File: src/rtl/conv_window_scheduler_if.sv
// Handshake and pixel-emission bundle between the frame scheduler, the pixel
// memory and the window generator. The scheduler side uses the master modport.
interface conv_window_scheduler_if #(
  parameter int ADDR_WIDTH = 16,
  parameter int CNT_WIDTH  = 8
);
  logic                  start;
  logic                  conv_ready;
  logic                  mem_rd_en;
  logic [ADDR_WIDTH-1:0] mem_addr;
  logic                  pixel_valid;
  logic [CNT_WIDTH-1:0]  row_idx;
  logic [CNT_WIDTH-1:0]  col_idx;
  logic                  win_valid;
  logic [ADDR_WIDTH-1:0] win_count;
  logic                  busy;
  logic                  frame_done;

  modport master (
    input  start, conv_ready,
    output mem_rd_en, mem_addr, pixel_valid, row_idx, col_idx,
           win_valid, win_count, busy, frame_done
  );

  modport slave (
    output start, conv_ready,
    input  mem_rd_en, mem_addr, pixel_valid, row_idx, col_idx,
           win_valid, win_count, busy, frame_done
  );
endinterface

File: src/rtl/conv_window_scheduler.sv
// Raster-order frame fetch sequencer for a 3x3 window generator. Reads one
// square frame from a 1-cycle-latency pixel memory, presents each pixel with
// its row/column one cycle after the read, flags pixels that complete a full
// 3x3 window and counts them. Reads stall while conv_ready is low.
module conv_window_scheduler #(
  parameter int IMAGE_SIZE = 222,
  parameter int ADDR_WIDTH = 16,
  parameter int CNT_WIDTH  = 8
) (
  input logic                  clk,
  input logic                  rst,
  conv_window_scheduler_if.master bus
);

  typedef enum logic [1:0] {
    S_IDLE  = 2'd0,
    S_FETCH = 2'd1,
    S_DRAIN = 2'd2,
    S_DONE  = 2'd3
  } state_t;

  localparam logic [ADDR_WIDTH-1:0] LAST_ADDR = ADDR_WIDTH'(IMAGE_SIZE * IMAGE_SIZE - 1);
  localparam logic [CNT_WIDTH-1:0]  LAST_IDX  = CNT_WIDTH'(IMAGE_SIZE - 1);

  state_t                state_r;
  state_t                state_s;
  logic                  rd_en_s;
  logic                  busy_s;
  logic                  done_s;
  logic                  start_ok_s;

  // Read pointer plus the row/column of the pixel it addresses.
  logic [ADDR_WIDTH-1:0] ptr_r;
  logic [CNT_WIDTH-1:0]  rd_row_r;
  logic [CNT_WIDTH-1:0]  rd_col_r;

  // Emission-side registers, aligned with the returning memory data.
  logic                  pixel_valid_r;
  logic                  win_valid_r;
  logic [CNT_WIDTH-1:0]  row_idx_r;
  logic [CNT_WIDTH-1:0]  col_idx_r;
  logic [ADDR_WIDTH-1:0] win_count_r;
  logic                  win_hit_s;

  // Pixel completes a window once two full rows and columns precede it.
  assign win_hit_s = (rd_row_r >= CNT_WIDTH'(2)) && (rd_col_r >= CNT_WIDTH'(2));

  // State register; reset aborts any frame in flight.
  always_ff @(posedge clk or negedge rst) begin
    if (!rst) begin
      state_r <= S_IDLE;
    end else begin
      state_r <= state_s;
    end
  end

  // Next-state logic and state-decoded strobes.
  always_comb begin
    state_s    = state_r;
    rd_en_s    = 1'b0;
    busy_s     = 1'b0;
    done_s     = 1'b0;
    start_ok_s = 1'b0;
    case (state_r)
      S_IDLE: begin
        if (bus.start) begin
          state_s    = S_FETCH;
          start_ok_s = 1'b1;
        end else begin
          state_s = S_IDLE;
        end
      end
      S_FETCH: begin
        busy_s  = 1'b1;
        rd_en_s = bus.conv_ready;
        if (bus.conv_ready && (ptr_r == LAST_ADDR)) begin
          state_s = S_DRAIN;
        end else begin
          state_s = S_FETCH;
        end
      end
      S_DRAIN: begin
        busy_s  = 1'b1;
        state_s = S_DONE;
      end
      S_DONE: begin
        done_s  = 1'b1;
        state_s = S_IDLE;
      end
      default: begin
        state_s = S_IDLE;
      end
    endcase
  end

  // Read pointer and its row/column; parks on the last address so it never overruns.
  always_ff @(posedge clk or negedge rst) begin
    if (!rst) begin
      ptr_r    <= '0;
      rd_row_r <= '0;
      rd_col_r <= '0;
    end else if (start_ok_s) begin
      ptr_r    <= '0;
      rd_row_r <= '0;
      rd_col_r <= '0;
    end else if (rd_en_s && (ptr_r != LAST_ADDR)) begin
      ptr_r <= ptr_r + ADDR_WIDTH'(1);
      if (rd_col_r == LAST_IDX) begin
        rd_col_r <= '0;
        rd_row_r <= rd_row_r + CNT_WIDTH'(1);
      end else begin
        rd_col_r <= rd_col_r + CNT_WIDTH'(1);
      end
    end
  end

  // Emission path: mirrors each read one cycle later with its coordinates.
  always_ff @(posedge clk or negedge rst) begin
    if (!rst) begin
      pixel_valid_r <= 1'b0;
      win_valid_r   <= 1'b0;
      row_idx_r     <= '0;
      col_idx_r     <= '0;
      win_count_r   <= '0;
    end else begin
      pixel_valid_r <= rd_en_s;
      win_valid_r   <= rd_en_s && win_hit_s;
      if (start_ok_s) begin
        row_idx_r   <= '0;
        col_idx_r   <= '0;
        win_count_r <= '0;
      end else if (rd_en_s) begin
        row_idx_r <= rd_row_r;
        col_idx_r <= rd_col_r;
        if (win_hit_s) begin
          win_count_r <= win_count_r + ADDR_WIDTH'(1);
        end
      end
    end
  end

  assign bus.mem_rd_en   = rd_en_s;
  assign bus.mem_addr    = ptr_r;
  assign bus.busy        = busy_s;
  assign bus.frame_done  = done_s;
  assign bus.pixel_valid = pixel_valid_r;
  assign bus.win_valid   = win_valid_r;
  assign bus.row_idx     = row_idx_r;
  assign bus.col_idx     = col_idx_r;
  assign bus.win_count   = win_count_r;

endmodule
File: src/flat_wrapper.sv
// flat-port wrapper written by rule: the top's interface ports become plain ports
module conv_window_scheduler_flat 
#(
  parameter int IMAGE_SIZE = 222,
  parameter int ADDR_WIDTH = 16,
  parameter int CNT_WIDTH  = 8
)
  (clk, rst, bus_start, bus_conv_ready, bus_mem_rd_en, bus_mem_addr, bus_pixel_valid, bus_row_idx, bus_col_idx, bus_win_valid, bus_win_count, bus_busy, bus_frame_done);
  conv_window_scheduler_if #(.ADDR_WIDTH(ADDR_WIDTH), .CNT_WIDTH(CNT_WIDTH)) bus_i ();
  input logic clk;
  input logic rst;
  input wire logic [$bits(bus_i.start)-1:0] bus_start;
  input wire logic [$bits(bus_i.conv_ready)-1:0] bus_conv_ready;
  output wire logic [$bits(bus_i.mem_rd_en)-1:0] bus_mem_rd_en;
  output wire logic [$bits(bus_i.mem_addr)-1:0] bus_mem_addr;
  output wire logic [$bits(bus_i.pixel_valid)-1:0] bus_pixel_valid;
  output wire logic [$bits(bus_i.row_idx)-1:0] bus_row_idx;
  output wire logic [$bits(bus_i.col_idx)-1:0] bus_col_idx;
  output wire logic [$bits(bus_i.win_valid)-1:0] bus_win_valid;
  output wire logic [$bits(bus_i.win_count)-1:0] bus_win_count;
  output wire logic [$bits(bus_i.busy)-1:0] bus_busy;
  output wire logic [$bits(bus_i.frame_done)-1:0] bus_frame_done;
  assign bus_i.start = bus_start;
  assign bus_i.conv_ready = bus_conv_ready;
  assign bus_mem_rd_en = bus_i.mem_rd_en;
  assign bus_mem_addr = bus_i.mem_addr;
  assign bus_pixel_valid = bus_i.pixel_valid;
  assign bus_row_idx = bus_i.row_idx;
  assign bus_col_idx = bus_i.col_idx;
  assign bus_win_valid = bus_i.win_valid;
  assign bus_win_count = bus_i.win_count;
  assign bus_busy = bus_i.busy;
  assign bus_frame_done = bus_i.frame_done;
  conv_window_scheduler #(.IMAGE_SIZE(IMAGE_SIZE), .ADDR_WIDTH(ADDR_WIDTH), .CNT_WIDTH(CNT_WIDTH)) u_core (.clk(clk), .rst(rst), .bus(bus_i));
endmodule
File: config.mk
export PLATFORM = sky130hd
export DESIGN_NAME = conv_window_scheduler_flat
export DESIGN_NICKNAME = d
export VERILOG_FILES = /design/src/rtl/conv_window_scheduler_if.sv /design/src/rtl/conv_window_scheduler.sv /design/src/flat_wrapper.sv
export SDC_FILE = /design/constraint.sdc
export NUM_CORES = 1
export LEC_CHECK = 0
export ABC_AREA = 1
export CAP_MARGIN = 20
export CORE_ASPECT_RATIO = 2
export CORE_MARGIN = 8
export CORE_UTILIZATION = 55
export CTS_BUF_LIST = sky130_fd_sc_hd__clkbuf_4 sky130_fd_sc_hd__clkbuf_8 sky130_fd_sc_hd__clkbuf_16
export DETAILED_ROUTE_END_ITERATION = 7
export PLACE_DENSITY = 0.77
export SYNTH_ARGS = -nofsm -noshare
export SYNTH_HDL_FRONTEND = slang
export SYNTH_SLANG_ARGS = --single-unit
File: constraint.sdc
create_clock -name clk -period 1.81 [get_ports clk]
set_input_delay 0.543 -clock clk [delete_from_list [all_inputs] [get_ports clk]]
set_output_delay 0.543 -clock clk [all_outputs]
set_load 0.02 [all_outputs]
==> After elaboration in Yosys (flattened, before gate mapping) <==
Cells that the tools add are included.
{ "word_totals": {"register_bits": 68, "input_bits": 4, "out_inout_bits": 53, "wordCells": 56} }
{ "classes": {"add_sub_neg": 4, "order_cmp": 2, "n_eq_ne": 6, "muxes": 23, "n_reduce_logical": 12} }
{ "op_table": {"columns": ["op", "n"], "rows": [
  ["16-bit 2-to-1 mux", 5],
  ["8-bit 2-to-1 mux", 10],
  ["16-bit by 1-bit adder with 16-bit output, second input constant", 2],
  ["8-bit by 1-bit adder with 8-bit output, second input constant", 2],
  ["16-bit == test, second input constant", 1],
  ["8-bit by 2-bit >= comparator with 1-bit output, second input constant", 2],
  ["16-bit != test, second input constant", 1],
  ["8-bit == test, second input constant", 1],
  ["2-bit one-hot mux with 4 select lines", 1],
  ["2-bit nonzero test", 4],
  ["1-bit 2-to-1 mux", 6],
  ["2-bit == test, second input constant", 2],
  ["1-bit logical AND", 4],
  ["2-bit AND reduction", 2],
  ["2-bit by 1-bit == test with 1-bit output, second input constant", 1],
  ["2-bit zero test", 1],
  ["2-bit 2-to-1 mux", 1],
  ["2-bit OR reduction", 1]
]} }

==> Logic depth before layout (Yosys ltp) <==
Gate-level depths: netlist of run 1.
{ "logic_depth": {"depth_word": 5, "mapped_depth": 11} }

==> Worst setup path after synthesis of run 1 <==
No wires, ideal clock.
{ "synth_path": {"path_kind": "reg-to-reg", "startpoint": "reg u_core.state_r[0]", "endpoint": "reg u_core.win_count_r[5], in the netlist u_core.bus.win_count[5]", "setup_time_ps": 65, "t_arrival_ps": 1571, "t_required_ps": 1745, "slack_ps": 174, "stages_incl_launch_ff": 10, "path_buffers": 1, "path_cell_list": "dfrtp_1 ha_1 nand2_2 clkinv_2 o21ai_2 nor2_4 nor2_4 buf_4 nand2_1 nand2_1"} }
{ "synth_between": {"elab_chain_cells": 4, "elab_cells_between_ends": 8, "cone_classes": "1 x eq/ne; 3 x mux; 4 x reduce/logical"} }
{ "synth_rtl": {"columns": ["element", "line_no", "source"], "rows": [
  ["start, declared", "conv_window_scheduler.sv:25", "state_t state_r;"],
  ["start signal, assigned", "conv_window_scheduler.sv:53", "state_r <= state_s;"],
  ["2-bit by 1-bit == test with 1-bit output", "conv_window_scheduler.sv:64", "case (state_r)"],
  ["1-bit 2-to-1 mux", "conv_window_scheduler.sv:64", null],
  ["net bus_mem_rd_en", "flat_wrapper.sv:14", "output wire logic [$bits(bus_i.mem_rd_en)-1:0] bus_mem_rd_en;"],
  ["2-bit nonzero test (no line)", null, null],
  ["2-bit AND reduction (no line)", null, null],
  ["end signal, assigned", "conv_window_scheduler.sv:136", "win_count_r <= win_count_r + ADDR_WIDTH'(1);"],
  ["end, declared", "conv_window_scheduler.sv:42", "logic [ADDR_WIDTH-1:0] win_count_r;"]
]} }
The timed path passes the listed nets, and every way through them passes these cells.
A chain may end at the register's enable or synchronous reset.

==> Worst setup path in the final report of run 1 <==
{ "layout_path": {"startpoint": "reg u_core.state_r[0]", "endpoint": "out bus_frame_done"} }
{ "layout_between": {"elab_chain_cells": 2} }
{ "layout_rtl": {"columns": ["element", "line_no", "source"], "rows": [
  ["2-bit == test", "conv_window_scheduler.sv:64", null],
  ["1-bit 2-to-1 mux", "conv_window_scheduler.sv:64", null],
  ["end, declared", "flat_wrapper.sv:22", "output wire logic [$bits(bus_i.frame_done)-1:0] bus_frame_done;"]
]} }
Every way passes these cells.

==> impl_metrics.ini, run 1 <==
[global_route]
grt_overflow = 0
grt_pass1_wl_microns = 17300
first_global_vias = 3719
grt_usage = 0.201
grt_max_degree = 30
antenna_found_initial = 0

[timing]
timing.fmax_mhz = 561
slew_violations = 0
worst-slew-pin-transition_ns = 0.462
slew_headroom = 0.692
hold_viol_final = 0
setup_violations = 0
finalCritPeriodShare = 0.985
layout_min_cycle_time_ns = 1.78
finClkSkew_ns = 0.00397
fin_tns_setup_ns = 0

[route]
first_pass_iters = 5
vias = 3959
wl_microns = 10400
via_per_inst = 5.37
ant_nets = 0
drt_iter0_drc = 261
drc = 0
wl_per_cell_microns = 14.1

[critical_path]
crit_arrival_ns = 1.24
r2r_start = u_core.rd_col_r[1]
crit_start = u_core.state_r[0]
cp-start-kind = flip-flop
rrSetupSlack_ns = 0.18
worstPathRequired_ns = 1.27
critPathKind = reg -> out
crit_path_max_fanout = 5
endpoint_kind = output pin
slowest_stage = dfrtp_2
path_cells = buf_6 -> ha_1 -> buf_6
crit_top_cell = buf_6
max_stage_delay_ns = 0.45

[synth]
ys_ff_latch = 68
ys_top_cells_by_area = dfrtp_1 42%, nand2_1 17%, nand3_1 7.7%
yosys.cell_types.count = 33
synth_area_leader_cell = dfrtp_1
syn_area_sq_mm = 0.00402
synthTopCellsByCount = 185 x nand2_1, 68 x dfrtp_1, 63 x nor2_1
syn_nets = 567
synth-seq-area-share = 0.423
synth-edff-count = 0
yosysMostFrequentCell = nand2_1
yosys.area.top_type_share = 0.423
syn_area_per_cell_sq_um = 7.27
ys_async_sr_fraction = 1.00
synthFlopType = dfrtp_1
ys_warn_count = 0
syn-instance-count = 553

[floorplan]
fp-row-count = 44
core-area_sq_mm = 0.00716
die_y_microns = 137
initial_core_util = 0.562
dieArea_sq_mm = 0.0105
io_pins = 57
die_w_microns = 76.4

[clocking]
clk_path_buf_depth = 2
cts_tree = done
htreeDepth = 3
cts_buffers = 9
cts.clk_slew.worst_paths_ns = 0.05
clock_latency_ns = 0.32
root_buffer = clkbuf_16
hold_buffers = 0
clock-sinks = 68

[cells_and_area]
diodes = 0
drive_gt1_frac = 0.132
final_area_sq_mm = 0.00522
synthToLayoutAreaGrowth_pct = 29.8
nNetsFinal = 655
fillers = 571

[placement]
routabilityCongestion = 0.927
hpwlAfterDp_microns = 7490
dpl_cell_area_sq_mm = 0.00492
numPortBuffers = 56

[power_and_ir_drop]
powerDensity_mw_per_mm2 = 924
leakagePower_nw = 2.83
peakVddDrop_mv = 0.907
p_seq_frac = 0.358
p_int_mw = 3.25
pwr-share-comb = 0.291
sw_frac_of_total = 0.325
clockPowerShare = 0.351
p_sw_mw = 1.57

[run]
max_cap_violations = 0

[outcome]
status = complete, no violations

[hold_path]
holdCritPathClass = in -> async
[state kept, by name, summed over array words and instances, names as in the netlist, named ones only]
register and count:
u_core.bus.col_idx 8, u_core.bus.mem_addr 16, u_core.bus.pixel_valid 1, u_core.bus.row_idx 8, u_core.bus.win_count 16, u_core.bus.win_valid 1, u_core.rd_col_r 8, u_core.rd_row_r 8
u_core.state_r 1
[power by group through the flow]
| stage | Combinational (mW) | Clock, mW | Sequential, mW |
|---|---|---|---|
| floorplan | 0.711 | 0 | 1.79 |
| global placement | 1.33 | 0 | 1.73 |
| detailed placement | 1.35 | 0 | 1.73 |
| CTS | 1.31 | 1.72 | 1.71 |
| global route | 1.52 | 1.79 | 1.74 |
| finish | 1.40 | 1.69 | 1.72 |
[placed cells by master (no fill, tap or decap), types with 3 or more instances in the layout]
master / Yosys / layout
xor2_1: 10 / 10
nand3_1: 62 / 62
buf_6: 2 / 4
buf_12: 1 / 6
nor2_2: 3 / 3
nor3_1: 3 / 3
nand2_2: 6 / 5
o21ai_1: 7 / 7
clkbuf_16: 0 / 9
inv_1: 42 / 40
nand2_1: 185 / 185
or2_2: 4 / 4
o21bai_1: 8 / 8
nand4_1: 30 / 30
buf_4: 2 / 30
clkinv_2: 1 / 3
ha_1: 10 / 7
o21ai_0: 18 / 18
dfrtp_1: 68 / 67
inv_2: 3 / 5
dlygate4sd2_1: 0 / 49
nor2_1: 63 / 63
[final cells by class]
cell class,instances,area (sq um),share of cell area
Multi-Input combinational cell,422,2060,0.396
Sequential cell,68,1700,0.326
Timing Repair Buffer,93,860,0.165
Clock buffer,10,239,0.0458
Inverter,47,184,0.0353
Tap cell,92,115,0.0221
Clock inverter,5,52.6,0.0101
[cells by family after synthesis]
logic type                 after synthesis  synth area share
xor gates and xnor gates                11            0.0240
DFF                                     68             0.423
and+or+nand+nor                        364             0.398
adders and majority gates               10            0.0311
AOI/OAI and AO/OA                       37            0.0526
buffers and inverters                   63            0.0710
[layer usage]
| metal | vias to the layer above | routed length [microns] | GRT usage |
|---|---|---|---|
| met5 | - | 0 | 0 |
| met4 | 0 | 224 | 0.0916 |
| met3 | 21 | 629 | 0.0467 |
| met2 | 137 | 5040 | 0.330 |
| met1 | 1838 | 4470 | 0.245 |
| li1 | 1963 | - | - |
[repair_timing]
action	CTS	global route
setup buffers	0	1
setup endpoints to repair	51	25
resized for setup	64	15
pin swaps	2	2
cloned	0	0
[critical path, delay by kind of cell (launching register included)]
family | cells | cell delay, ns
fa+ha+maj | 1 | 0.20
buf+inv | 2 | 0.26
flops | 1 | 0.45
[through the flow]
step            util  hold WS, ns  cells  setup slack, ns  power (mW)
2_1_floorplan      -        0.247    553            0.174        2.50
3_3_place_gp   0.687        0.493    721           -0.509        3.07
3_5_place_dp   0.687        0.502    721           -0.513        3.08
4_1_cts        0.719        0.167    736          0.00448        4.74
5_1_grt        0.729        0.192    737         -0.00899        5.05
6_report       0.729        0.165    737           0.0264        4.82
[path summary, 6_finish.rpt]
kind                                      endpoint  cells after the start
setup / recovery                    bus_frame_done                      3
hold reg to reg              u_core.bus.row_idx[5]                      2
setup reg to reg                u_core.rd_row_r[2]                     10
max in group asynchronous  u_core.bus.win_count[6]                      2
hold / removal                  u_core.rd_col_r[4]                      1
min in group clk             u_core.bus.row_idx[5]                      2
Note: power is estimated with default switching activity, not from simulation.
==> run 2, diff against run 1 <==
Settings changed: CORE_MARGIN 8 to not set, SLEW_MARGIN set to 20.
==> run 2 against run 1 <==
  * Clock-buffer cell count up 1
  * Routed wire length up 7.2%
  * Sequential power hardly changed
  * First-iteration DRC count is 22% higher
  * Register-to-register slack got worse by 0.06 ns
  * Critical path depth unchanged
  * Combinational power hardly changed
  * Total power down 3.2%
  * Worst hold slack worse by 0.049 ns
  * Design area fell by 0.14%
  * Clock power shrank 7%
  * Critical endpoint is now bus_busy
  * Largest cell class unchanged
==> impl_metrics.ini, run 2 (synthesized netlist as in run 1, its figures left out) <==
[outcome]
status = complete, no violations

[timing]
layout_min_cycle_time_ns = 1.79
hold_viol_final = 0
holdWs_ns = 0.116
fin_tns_setup_ns = 0
finalCritPeriodShare = 0.992
rsz0062_at_grt = true
slew_violations = 0
timing.fmax_mhz = 557
worst-slew-pin-transition_ns = 0.520
finClkSkew_ns = 0.00576
setup_violations = 0
finalWorstSetupSlack_ns = 0.0153
slew_headroom = 0.651

[placement]
routabilityCongestion = 0.977
dp_slack_ns = -0.500
hpwlAfterDp_microns = 8200
numPortBuffers = 56
dp.cells = 730

[floorplan]
die_w_microns = 62.4
io_pins = 57
core-area_sq_mm = 0.00699
dieArea_sq_mm = 0.00767
die_y_microns = 123
fp-row-count = 43
initial_core_util = 0.575

[cells_and_area]
nNetsFinal = 666
drive_gt1_frac = 0.139
stdcell_count = 745
final_common_cell = nand2_1
final_util = 0.745
layout_common_cells = 185 x nand2_1, 68 x dfrtp_1, 63 x nor2_1
diodes = 0
synthToLayoutAreaGrowth_pct = 29.6
fillers = 591

[critical_path]
slowest_stage = dfrtp_1
crit_start = u_core.state_r[0]
critPathKind = reg -> out
r2r_end = u_core.bus.win_count[15]
rrSetupSlack_ns = 0.12
endpoint_kind = output pin
worstPathRequired_ns = 1.27
max_stage_delay_ns = 0.39
cp-start-kind = flip-flop
r2r_cells = 9
r2r_start = u_core.rd_col_r[1]
path_cells = inv_1 -> ha_1 -> buf_2
crit_arrival_ns = 1.25
critPathCapture = bus_busy
crit_path_max_fanout = 3

[hold_path]
holdCritPathClass = in -> async

[route]
ant_nets = 0
via_per_inst = 5.54
vias = 4126
drc = 0
first_pass_iters = 4
drt_iter0_drc = 319
wl_per_cell_microns = 14.9
wl_microns = 11100

[clocking]
clock_latency_ns = 0.33
hold_buffers = 0
cts.clk_slew.worst_paths_ns = 0.06
htreeDepth = 3
clk_path_buf_depth = 2
root_buffer = clkbuf_16
cts_buffers = 9
clock-sinks = 68
cts_tree = done

[global_route]
grt_max_degree = 36
grt_overflow = 0
grt_usage = 0.315
grt_pass1_wl_microns = 18700
antenna_found_initial = 0
first_global_vias = 4049

[power_and_ir_drop]
peakVddDrop_mv = 0.951
leakagePower_nw = 2.86
powerDensity_mw_per_mm2 = 895

[run]
max_cap_violations = 0
[run 2: layout make-up]
type	instances	area, sq um	area share
flip-flops and latches	68	1700	0.327
clock buffers	11	246	0.0473
inverters	47	183	0.0351
repair buffers	104	910	0.175
well taps	90	113	0.0216
clock inverters	3	15.0	0.00288
multi-input cells	422	2040	0.392
[run 2: metal layers]
layer  wire length (microns)  up-vias  track usage
met2                    6390      146        0.607
met1                    3830     1954        0.321
li1                        -     1990            -
met5                       0        -            0
met4                     444        0        0.172
met3                     444       36       0.0443
[run 2: critical path, delay by kind of cell (launching register included)]
kind | cells | cell delay (ns)
fa+ha+maj | 1 | 0.29
flops | 1 | 0.39
buf+inv | 2 | 0.24
[run 2: repair_timing]
action | in CTS | in global routing
resized for setup | 64 | 3
endpoints found under the setup margin | 51 | 24
buffers inserted | 0 | 1
pin swaps | 0 | 1
[run 2: power by group]
group	internal [mW]	total, mW	switching [mW]	leakage [nW]
Sequential	1.62	1.71	0.0920	0.944
Clock	0.955	1.57	0.614	0.134
Combinational	0.524	1.39	0.864	1.79
[run 2: worst min path at each step]
stage                                to
2_1_floorplan                 async pin
3_3_place_gp      u_core.bus.row_idx[6]
3_5_place_dp   u_core.bus.win_count[11]
4_1_cts           u_core.bus.col_idx[3]
5_1_grt           u_core.bus.col_idx[3]
6_report          u_core.bus.col_idx[3]
[run 2: per-stage QoR]
stage | power, mW | cell area (sq um)
after floorplan | 2.50 | 4020
after global placement | 3.09 | 4990
after detailed placement | 3.13 | 4990
after CTS | 4.65 | 5180
after global routing | 4.88 | 5210
final | 4.66 | 5210
==> run 3, diff against run 2 <==
Settings changed: CORE_UTILIZATION 55 to 40, PLACE_DENSITY 0.77 to 0.59.
==> run 3 against run 2 <==
  * The flow now finishes with violations (setup timing)
  * Clock-buffer cell count increased by 3
  * Flip-flop and latch count stayed put
  * Worst setup slack worse by 0.018 ns
  * Clock skew decreased by 0.00057 ns
  * Worst hold slack improved by 0.036 ns
  * Critical path depth is 1 higher
  * Sequential power hardly changed
  * Register-to-register slack about the same
  * Via count fell by 2.2%
  * Sequential share of layout area shrank 1.0 points
  * Critical path type unchanged
  * Maximum frequency down 1.0%
  * Total power grew 7.8%
==> impl_metrics.ini, run 3 (synthesized netlist as in run 1, its figures left out) <==
[outcome]
status = complete, but fails checks
violations = setup timing

[route]
wl_microns = 11800
wl_per_cell_microns = 14.8
via_per_inst = 5.07
ant_nets = 0
vias = 4037
first_pass_iters = 4
drc = 0
drt_iter0_drc = 174

[power_and_ir_drop]
peakVddDrop_mv = 0.591
leakagePower_nw = 2.91
total_power_mw = 5.03
powerDensity_mw_per_mm2 = 935

[floorplan]
core-area_sq_mm = 0.00976
dieArea_sq_mm = 0.0105
io_pins = 57
fp-row-count = 51
die_w_microns = 72.9
die_y_microns = 144
initial_core_util = 0.412

[critical_path]
path_buf_inv = 2
path_cells = ha_2 -> nand2_2 -> clkinv_2 -> buf_4
path_delay_family = flip-flops
worstPathRequired_ns = 1.27
slowest_stage = dfrtp_1
endpoint_kind = output pin
cp-start-kind = flip-flop
crit_path_max_fanout = 4
critPathKind = reg -> out
crit_arrival_ns = 1.27
max_stage_delay_ns = 0.42

[global_route]
antenna_found_initial = 0
first_global_vias = 3951
grt_overflow = 0
grt_max_degree = 32
grt_usage = 0.243
grt_pass1_wl_microns = 19000

[clocking]
cts_tree = done
root_buffer = clkbuf_16
clock_latency_ns = 0.34
hold_buffers = 0
clk_path_buf_depth = 2
clock-sinks = 68
htreeDepth = 3
cts_buffers = 9
cts.clk_slew.worst_paths_ns = 0.06

[cells_and_area]
final_util = 0.551
synthToLayoutAreaGrowth_pct = 33.8
nNetsFinal = 674
layout_common_cells = 185 x nand2_1, 68 x dfrtp_1, 63 x nor2_1
multi_input_area_sq_mm = 0.00205
fillers = 975
regArea_sq_mm = 0.00170
drive_gt1_frac = 0.155
diodes = 0
final_common_cell = nand2_1

[timing]
finalWorstSetupSlack_ns = -0.00317
worst-slew-pin-transition_ns = 0.472
timing.fmax_mhz = 552
layout_min_cycle_time_ns = 1.81
setup_violations = 2
hold_viol_final = 0
finClkSkew_ns = 0.00519
finalCritPeriodShare = 1.00
slew_headroom = 0.685
fin_tns_setup_ns = -0.00361
rsz0062_at_grt = true
slew_violations = 0

[placement]
numPortBuffers = 56
routabilityCongestion = 0.961
hpwlAfterDp_microns = 9090

[run]
max_cap_violations = 0

[hold_path]
holdCritPathClass = in -> async
==> run 3: path summary, 6_finish.rpt <==
path | from | slack, ns | endpoint | cells after the start
max | u_core.state_r[0] | -0.003 | bus_mem_rd_en | 4
max reg2reg | u_core.rd_col_r[1] | 0.13 | u_core.rd_row_r[7] | 10
min reg2reg | u_core.bus.col_idx[0] | 0.51 | u_core.bus.col_idx[0] | 2
min in group clk | u_core.bus.col_idx[0] | 0.51 | u_core.bus.col_idx[0] | 2
max in group asynchronous | rst | 1.11 | u_core.rd_row_r[1] | 2
min | rst | 0.15 | u_core.bus.win_count[10] | 1
==> run 3: where the power goes <==
group          total, mW  internal, mW  switching [mW]
clock               1.85          1.20           0.649
sequential          1.70          1.61          0.0881
combinational       1.47         0.590           0.883
total               5.03          3.41            1.62
==> run 3: metrics by stage <==
step           setup WS (ns)  hold WS [ns]  instances  area (sq um)
6_report            -0.00317         0.153        796          5380
5_1_grt              -0.0614         0.198        796          5380
4_1_cts              -0.0722         0.171        795          5320
3_5_place_dp          -0.546         0.502        778          5070
3_3_place_gp          -0.547         0.498        778          5070
2_1_floorplan          0.174         0.247        553          4020
==> run 3: final cells by class <==
class                   instances  share of cell area
repair buffers                112               0.179
clock inverters                 1             0.00558
inverters                      47              0.0344
flip-flops and latches         68               0.316
clock buffers                  14              0.0523
well taps                     132              0.0307
multi-input cells             422               0.381
==> run 3: timing repair <==
item                       4_1_cts  5_1_grt
setup endpoints to repair       52       24
gates resized for setup         64        9
pin swaps                        0        1
setup buffers                    2        1
==> run 3: routing by layer <==
| layer | routed length (microns) | up-vias | GRT usage | share of wire |
|---|---|---|---|---|
| li1 | - | 2006 | - | - |
| met1 | 4250 | 1919 | 0.232 | 0.36 |
| met2 | 6910 | 93 | 0.489 | 0.59 |
| met3 | 288 | 19 | 0.0266 | 0.024 |
| met4 | 333 | 0 | 0.115 | 0.028 |
| met5 | 0 | - | 0 | 0 |
